File: src/rtl/fetch_unit_if.sv
// fetch_unit_if -- bus bundle between fetch_unit and its environment.
//   Memory side : mem_address, mem_datain, mem_we (to RAM), mem_dataout (from RAM,
//                 combinational read of mem_address).
//   Decode side : instr, instr_pc, instr_valid (to decoder), instr_ready (from decoder).
//   Control     : redirect, redirect_pc (branch/jump request).
//   Data port   : dreq, dwe, daddr, dwdata (request), drdata, dack (completion).
// The master modport is the fetch unit; the slave modport is the RAM/decoder/LSU side.
interface fetch_unit_if;
  logic [14:0] mem_address;
  logic [7:0]  mem_datain;
  logic [7:0]  mem_dataout;
  logic        mem_we;
  logic [31:0] instr;
  logic [14:0] instr_pc;
  logic        instr_valid;
  logic        instr_ready;
  logic        redirect;
  logic [14:0] redirect_pc;
  logic        dreq;
  logic        dwe;
  logic [14:0] daddr;
  logic [7:0]  dwdata;
  logic [7:0]  drdata;
  logic        dack;

  modport master (
    output mem_address, mem_datain, mem_we,
    output instr, instr_pc, instr_valid,
    output drdata, dack,
    input  mem_dataout, instr_ready,
    input  redirect, redirect_pc,
    input  dreq, dwe, daddr, dwdata
  );

  modport slave (
    input  mem_address, mem_datain, mem_we,
    input  instr, instr_pc, instr_valid,
    input  drdata, dack,
    output mem_dataout, instr_ready,
    output redirect, redirect_pc,
    output dreq, dwe, daddr, dwdata
  );
endinterface

File: src/rtl/fetch_unit.sv
// fetch_unit -- byte-serial instruction fetch sharing a single-port 8-bit RAM with
// a data access port.
//   clk   : single clock, rising edge.
//   reset : asynchronous active-high reset.
//   bus   : fetch_unit_if.master (RAM port, instruction output handshake, redirect,
//           data request/response).
// An instruction is assembled big-endian from four consecutive bytes at pc, one byte
// per cycle, then held in HOLD until the decoder accepts it. A data access takes the
// RAM for one cycle and stalls the byte fetch; redirect restarts fetch at a new pc.
module fetch_unit #(
  parameter logic [14:0] RESET_PC = 15'h0000
) (
  input  logic         clk,
  input  logic         reset,
  fetch_unit_if.master bus
);

  typedef enum logic {FETCH = 1'b0, HOLD = 1'b1} state_t;

  state_t      state_q, state_d;
  logic [1:0]  cnt_q;
  logic [14:0] pc_q;
  logic [31:0] instr_q;
  logic [14:0] instr_pc_q;
  logic        vld_q;
  logic [7:0]  drdata_q;
  logic        dack_q;

  logic        data_cyc;
  logic        capture;
  logic        accept;
  logic [14:0] mem_address_c;
  logic [7:0]  mem_datain_c;
  logic        mem_we_c;

  // Next-state and RAM port steering
  always_comb begin
    state_d       = state_q;
    // dreq is ignored during the dack cycle so a held request is not repeated.
    data_cyc      = bus.dreq & ~dack_q;
    capture       = 1'b0;
    accept        = 1'b0;
    mem_address_c = pc_q;
    mem_datain_c  = '0;
    mem_we_c      = 1'b0;

    if (state_q == FETCH)
      mem_address_c = pc_q + {13'd0, cnt_q};

    if (data_cyc) begin
      mem_address_c = bus.daddr;
      mem_datain_c  = bus.dwdata;
      // Gated by reset so an access interrupted by reset never writes.
      mem_we_c      = bus.dwe & ~reset;
    end

    case (state_q)
      FETCH: begin
        capture = ~data_cyc;
        if (capture && cnt_q == 2'd3)
          state_d = HOLD;
      end
      HOLD: begin
        accept = vld_q & bus.instr_ready;
        if (accept)
          state_d = FETCH;
      end
      default: state_d = FETCH;
    endcase

    // Redirect wins over both byte capture and the decoder handshake.
    if (bus.redirect) begin
      state_d = FETCH;
      capture = 1'b0;
      accept  = 1'b0;
    end
  end

  always_ff @(posedge clk or posedge reset) begin
    if (reset)
      state_q <= FETCH;
    else
      state_q <= state_d;
  end

  // Fetch datapath and data-port response
  always_ff @(posedge clk or posedge reset) begin
    if (reset) begin
      cnt_q      <= 2'd0;
      pc_q       <= RESET_PC;
      instr_q    <= '0;
      instr_pc_q <= RESET_PC;
      vld_q      <= 1'b0;
      drdata_q   <= '0;
      dack_q     <= 1'b0;
    end else begin
      dack_q <= data_cyc;
      if (data_cyc && !bus.dwe)
        drdata_q <= bus.mem_dataout;

      if (bus.redirect) begin
        pc_q  <= bus.redirect_pc;
        cnt_q <= 2'd0;
        vld_q <= 1'b0;
      end else begin
        if (capture) begin
          case (cnt_q)
            2'd0:    instr_q[31:24] <= bus.mem_dataout;
            2'd1:    instr_q[23:16] <= bus.mem_dataout;
            2'd2:    instr_q[15:8]  <= bus.mem_dataout;
            default: instr_q[7:0]   <= bus.mem_dataout;
          endcase
          if (cnt_q == 2'd3) begin
            vld_q      <= 1'b1;
            instr_pc_q <= pc_q;
          end else begin
            cnt_q <= cnt_q + 2'd1;
          end
        end
        if (accept) begin
          vld_q <= 1'b0;
          pc_q  <= pc_q + 15'd4;
          cnt_q <= 2'd0;
        end
      end
    end
  end

  assign bus.mem_address = mem_address_c;
  assign bus.mem_datain  = mem_datain_c;
  assign bus.mem_we      = mem_we_c;
  assign bus.instr       = instr_q;
  assign bus.instr_pc    = instr_pc_q;
  assign bus.instr_valid = vld_q;
  assign bus.drdata      = drdata_q;
  assign bus.dack        = dack_q;

endmodule

File: src/flat_wrapper.sv
// flat-port wrapper written by rule: the top's interface ports become plain ports
module fetch_unit_flat 
#(
  parameter logic [14:0] RESET_PC = 15'h0000
)
  (clk, reset, bus_mem_address, bus_mem_datain, bus_mem_we, bus_instr, bus_instr_pc, bus_instr_valid, bus_drdata, bus_dack, bus_mem_dataout, bus_instr_ready, bus_redirect, bus_redirect_pc, bus_dreq, bus_dwe, bus_daddr, bus_dwdata);
  fetch_unit_if bus_i ();
  input  logic clk;
  input  logic reset;
  output wire logic [$bits(bus_i.mem_address)-1:0] bus_mem_address;
  output wire logic [$bits(bus_i.mem_datain)-1:0] bus_mem_datain;
  output wire logic [$bits(bus_i.mem_we)-1:0] bus_mem_we;
  output wire logic [$bits(bus_i.instr)-1:0] bus_instr;
  output wire logic [$bits(bus_i.instr_pc)-1:0] bus_instr_pc;
  output wire logic [$bits(bus_i.instr_valid)-1:0] bus_instr_valid;
  output wire logic [$bits(bus_i.drdata)-1:0] bus_drdata;
  output wire logic [$bits(bus_i.dack)-1:0] bus_dack;
  input wire logic [$bits(bus_i.mem_dataout)-1:0] bus_mem_dataout;
  input wire logic [$bits(bus_i.instr_ready)-1:0] bus_instr_ready;
  input wire logic [$bits(bus_i.redirect)-1:0] bus_redirect;
  input wire logic [$bits(bus_i.redirect_pc)-1:0] bus_redirect_pc;
  input wire logic [$bits(bus_i.dreq)-1:0] bus_dreq;
  input wire logic [$bits(bus_i.dwe)-1:0] bus_dwe;
  input wire logic [$bits(bus_i.daddr)-1:0] bus_daddr;
  input wire logic [$bits(bus_i.dwdata)-1:0] bus_dwdata;
  assign bus_mem_address = bus_i.mem_address;
  assign bus_mem_datain = bus_i.mem_datain;
  assign bus_mem_we = bus_i.mem_we;
  assign bus_instr = bus_i.instr;
  assign bus_instr_pc = bus_i.instr_pc;
  assign bus_instr_valid = bus_i.instr_valid;
  assign bus_drdata = bus_i.drdata;
  assign bus_dack = bus_i.dack;
  assign bus_i.mem_dataout = bus_mem_dataout;
  assign bus_i.instr_ready = bus_instr_ready;
  assign bus_i.redirect = bus_redirect;
  assign bus_i.redirect_pc = bus_redirect_pc;
  assign bus_i.dreq = bus_dreq;
  assign bus_i.dwe = bus_dwe;
  assign bus_i.daddr = bus_daddr;
  assign bus_i.dwdata = bus_dwdata;
  fetch_unit #(.RESET_PC(RESET_PC)) u_core (.clk(clk), .reset(reset), .bus(bus_i));
endmodule
File: config.mk
export PLATFORM = sky130hd
export DESIGN_NAME = fetch_unit_flat
export DESIGN_NICKNAME = d
export VERILOG_FILES = /design/src/rtl/fetch_unit_if.sv /design/src/rtl/fetch_unit.sv /design/src/flat_wrapper.sv
export SDC_FILE = /design/constraint.sdc
export NUM_CORES = 1
export LEC_CHECK = 0
export CAP_MARGIN = 40
export CORE_ASPECT_RATIO = 1.4
export CORE_MARGIN = 5
export CORE_UTILIZATION = 40
export DETAILED_ROUTE_END_ITERATION = 6
export GPL_TIMING_DRIVEN = 1
export HOLD_SLACK_MARGIN = 0.05
export PLACE_DENSITY = 0.75
export SLEW_MARGIN = 0
export SYNTH_ARGS = -nofsm -noshare
export SYNTH_HDL_FRONTEND = slang
export SYNTH_SLANG_ARGS = --single-unit
File: constraint.sdc
create_clock -name clk -period 2.8 [get_ports clk]
set_input_delay 0.56 -clock clk [delete_from_list [all_inputs] [get_ports clk]]
set_output_delay 0.56 -clock clk [all_outputs]
set_load 0.02 [all_outputs]
==> results.ini <==
[clock_tree]
cts.clk_slew.worst_paths_ps = 60
clk_latency_ps = 330
clkSinkCount = 75
cts_tree = done
cts_hold_buf = 0
htreeDepth = 3
clk_path_buf_depth = 2
cts_buffers = 9
clock_tree.root_cell = clkbuf_16

[die]
rows = 42
die-height_um = 125.6
start_util_pct = 40.61
ios = 133
coreArea_um2 = 9407
die_w_um = 92.59
die_area_um2 = 11630

[pwr]
p_per_area_nw_per_um2 = 855.6
p_leak_nw = 2.363
ir_drop_v = 0.0003575

[sta]
finalSetupTns_ps = 0
worst_pin_slew_ps = 508.2
max_slew_margin_pct = 66.08
clock.fmax_ghz = 0.3694
fin_worst_skew_ps = 3.311
hold_viol = 0
fin_crit_ps = 2707
timing.final.ws_setup_ps = 92.76
slew_viol_final = 0
timing.final.crit_share_pct = 96.69
setup_viol = 0

[place]
dp_hpwl_um = 7339
placed_area_um2 = 5313
place_ws_ps = -55.56
gp_congestion = 0.7985
portBuffers = 132

[synthesis]
ys_seq_area_share_pct = 49.13
synthFlopType = dfrtp_1
syn-cell-area_um2 = 3820
syn_avg_cell_area_um2 = 12.17
yosysMostFrequentCell = dfrtp_1
synth-edff-count = 0
async_flop_share_pct = 100.0
ys_top_cells_by_count = dfrtp_1 (75), mux2_2 (48), nand2_1 (33)
yosys_warnings = 0
synth_top_area_share_pct = 49.13
yosysUniqueCellTypes = 40
syn_nets = 375
synthCells = 314
synth_top_area_cell = dfrtp_1
synth_seq_cells = 75
synthTopCellsByArea = dfrtp_1 (49%), mux2_2 (14%), xnor2_1 (5.0%), mux2_4 (3.5%), nand2_1 (3.2%)

[worst_setup_path]
crit_arrival_ps = 2150
cp-end-kind = primary output
required_ps = 2240
r2r_cells = 4
slowest_delay_ps = 450
critPathKind = reg2out
crit_slowest_cell = dfrtp_1
crit_fanout = 5
path_cells = ha_1, a21oi_1, buf_4, nor3_1, xnor2_1, o21ai_1, dlygate4sd2_1
startpoint_type = flip-flop

[global_routing]
antenna_found_initial = 0
grt.total_usage_pct = 17.48
grt_overflow = 0
grt_pass1_wl_um = 15950
grt_pass1_vias = 3146
grt_start_max_net_pins = 58

[routing]
finalWirelength_um = 9624
via_count = 2877
post_drt_wl_per_cell_um = 16.88
ant_nets = 0
drc = 0
via_per_inst = 5.047
drt-pass1-iter-count = 4
initialDrtViolationCount = 43

[finish]
fillers = 791
area_growth_pct = 46.38
nets = 516
postLayoutCoreUtil_pct = 59.44
drive_above_1_share_pct = 25.00
diodes = 0
final_area_um2 = 5592

[run]
cap_violations = 0

[hold_path]
holdCritPathClass = reg2reg
hold_path_depth = 1

[outcome]
status = finished clean

-- routing by layer --
layer	global-route usage, %	part of all wire (%)	up-vias
met5	0	0	-
met4	8.486	2.6	0
met3	3.998	6.0	21
met2	30.73	52	115
met1	19.75	40	1382
li1	-	-	1359
-- state kept, by name (all words and copies together) (netlist names) --
name and cells:
u_core.bus.instr_pc 15, u_core.bus.drdata 8, u_core.pc_q 15, u_core.bus.instr 32
u_core.cnt_q 2, u_core.bus.dack 1, u_core.state_q 1, u_core.bus.instr_valid 1
-- area by class of cell --
cell class	count	area [um2]	share of cell area [%]
Sequential cell	75	1877	33.56
Clock buffer	10	229.0	4.095
Tap cell	110	137.6	2.461
Clock inverter	6	66.31	1.186
Multi-Input combinational cell	217	1826	32.65
Timing Repair Buffer	148	1430	25.58
Inverter	4	26.28	0.4699
-- report_power, final --
part           switching [mW]  total (mW)  internal [mW]  leakage (nW)
Sequential              0.220        1.67           1.45         0.932
Clock                   0.444        1.13          0.689         0.135
Combinational           0.919        1.98           1.06          1.30
-- layout by cell type (no fill, tap or decap), types with 2 or more instances in the layout --
master / synthesis / layout
clkbuf_2: 2 / 4
mux2_4: 9 / 9
inv_1: 3 / 2
o21ai_0: 15 / 15
ha_1: 8 / 8
nand4_4: 3 / 3
nor4_2: 3 / 3
mux2i_1: 4 / 4
nand3_1: 2 / 2
nor3_1: 10 / 10
o21ai_1: 11 / 11
nor2_1: 14 / 14
a21oi_1: 3 / 3
clkdlybuf4s50_1: 0 / 117
xnor2_1: 22 / 22
clkdlybuf4s15_2: 0 / 2
dfrtp_1: 75 / 75
buf_2: 2 / 2
xor2_1: 3 / 3
nor4_4: 2 / 2
buf_4: 4 / 15
dlygate4sd2_1: 0 / 5
clkbuf_16: 0 / 9
and2_1: 12 / 12
mux2_2: 48 / 48
clkinvlp_4: 0 / 4
nand2_1: 33 / 33
-- worst max-delay path: cells and delay by family (launching register included) --
family,cells,cell delay [ps]
fa+ha+maj,1,310
simple gates,1,260
flops,1,450
compound gates,2,170
xor+xnor,1,110
buf+inv,2,500
-- kinds of logic after synthesis --
kind of cell,share of synthesized area (%)
flops,49.13
xor+xnor,5.732
simple gates,16.12
fa+ha+maj,3.145
mux,18.74
buf+inv,3.145
compound gates,3.996
-- path summary, 6_finish.rpt --
| check | from | to | slack [ps] |
|---|---|---|---|
| worst max-delay path | u_core.pc_q[1]$_DFFE_PP0P_ | bus_mem_address[7] | 90 |
| worst max register to register | u_core.state_q$_DFF_PP0_ | u_core.bus.instr[13]$_DFFE_PP0P_ | 870 |
| min in group asynchronous | reset | u_core.bus.instr[0]$_DFFE_PP0P_ | 690 |
| worst min register to register | u_core.bus.drdata[2]$_DFFE_PP0P_ | u_core.bus.drdata[2]$_DFFE_PP0P_ | 500 |
| worst min-delay path | u_core.bus.drdata[2]$_DFFE_PP0P_ | u_core.bus.drdata[2]$_DFFE_PP0P_ | 500 |
| max in group asynchronous | reset | u_core.pc_q[13]$_DFFE_PP0P_ | 1560 |
-- repair_timing --
action                                  in CTS  in global routing
endpoints found under the setup margin      18                 13
gates cloned                                 0                  0
gates resized for setup                     27                 15
pin swaps                                    0                  0
setup buffers                                0                  1
-- through the flow --
step                power, mW  cells  hold WS, ps
floorplan               2.693    314        528.8
global placement        3.663    552        488.4
detailed placement      3.713    553        494.7
CTS                     4.858    569        507.6
global route            5.038    570        517.6
finish                  4.784    570        502.6
Power figures use the tool's default switching activity.
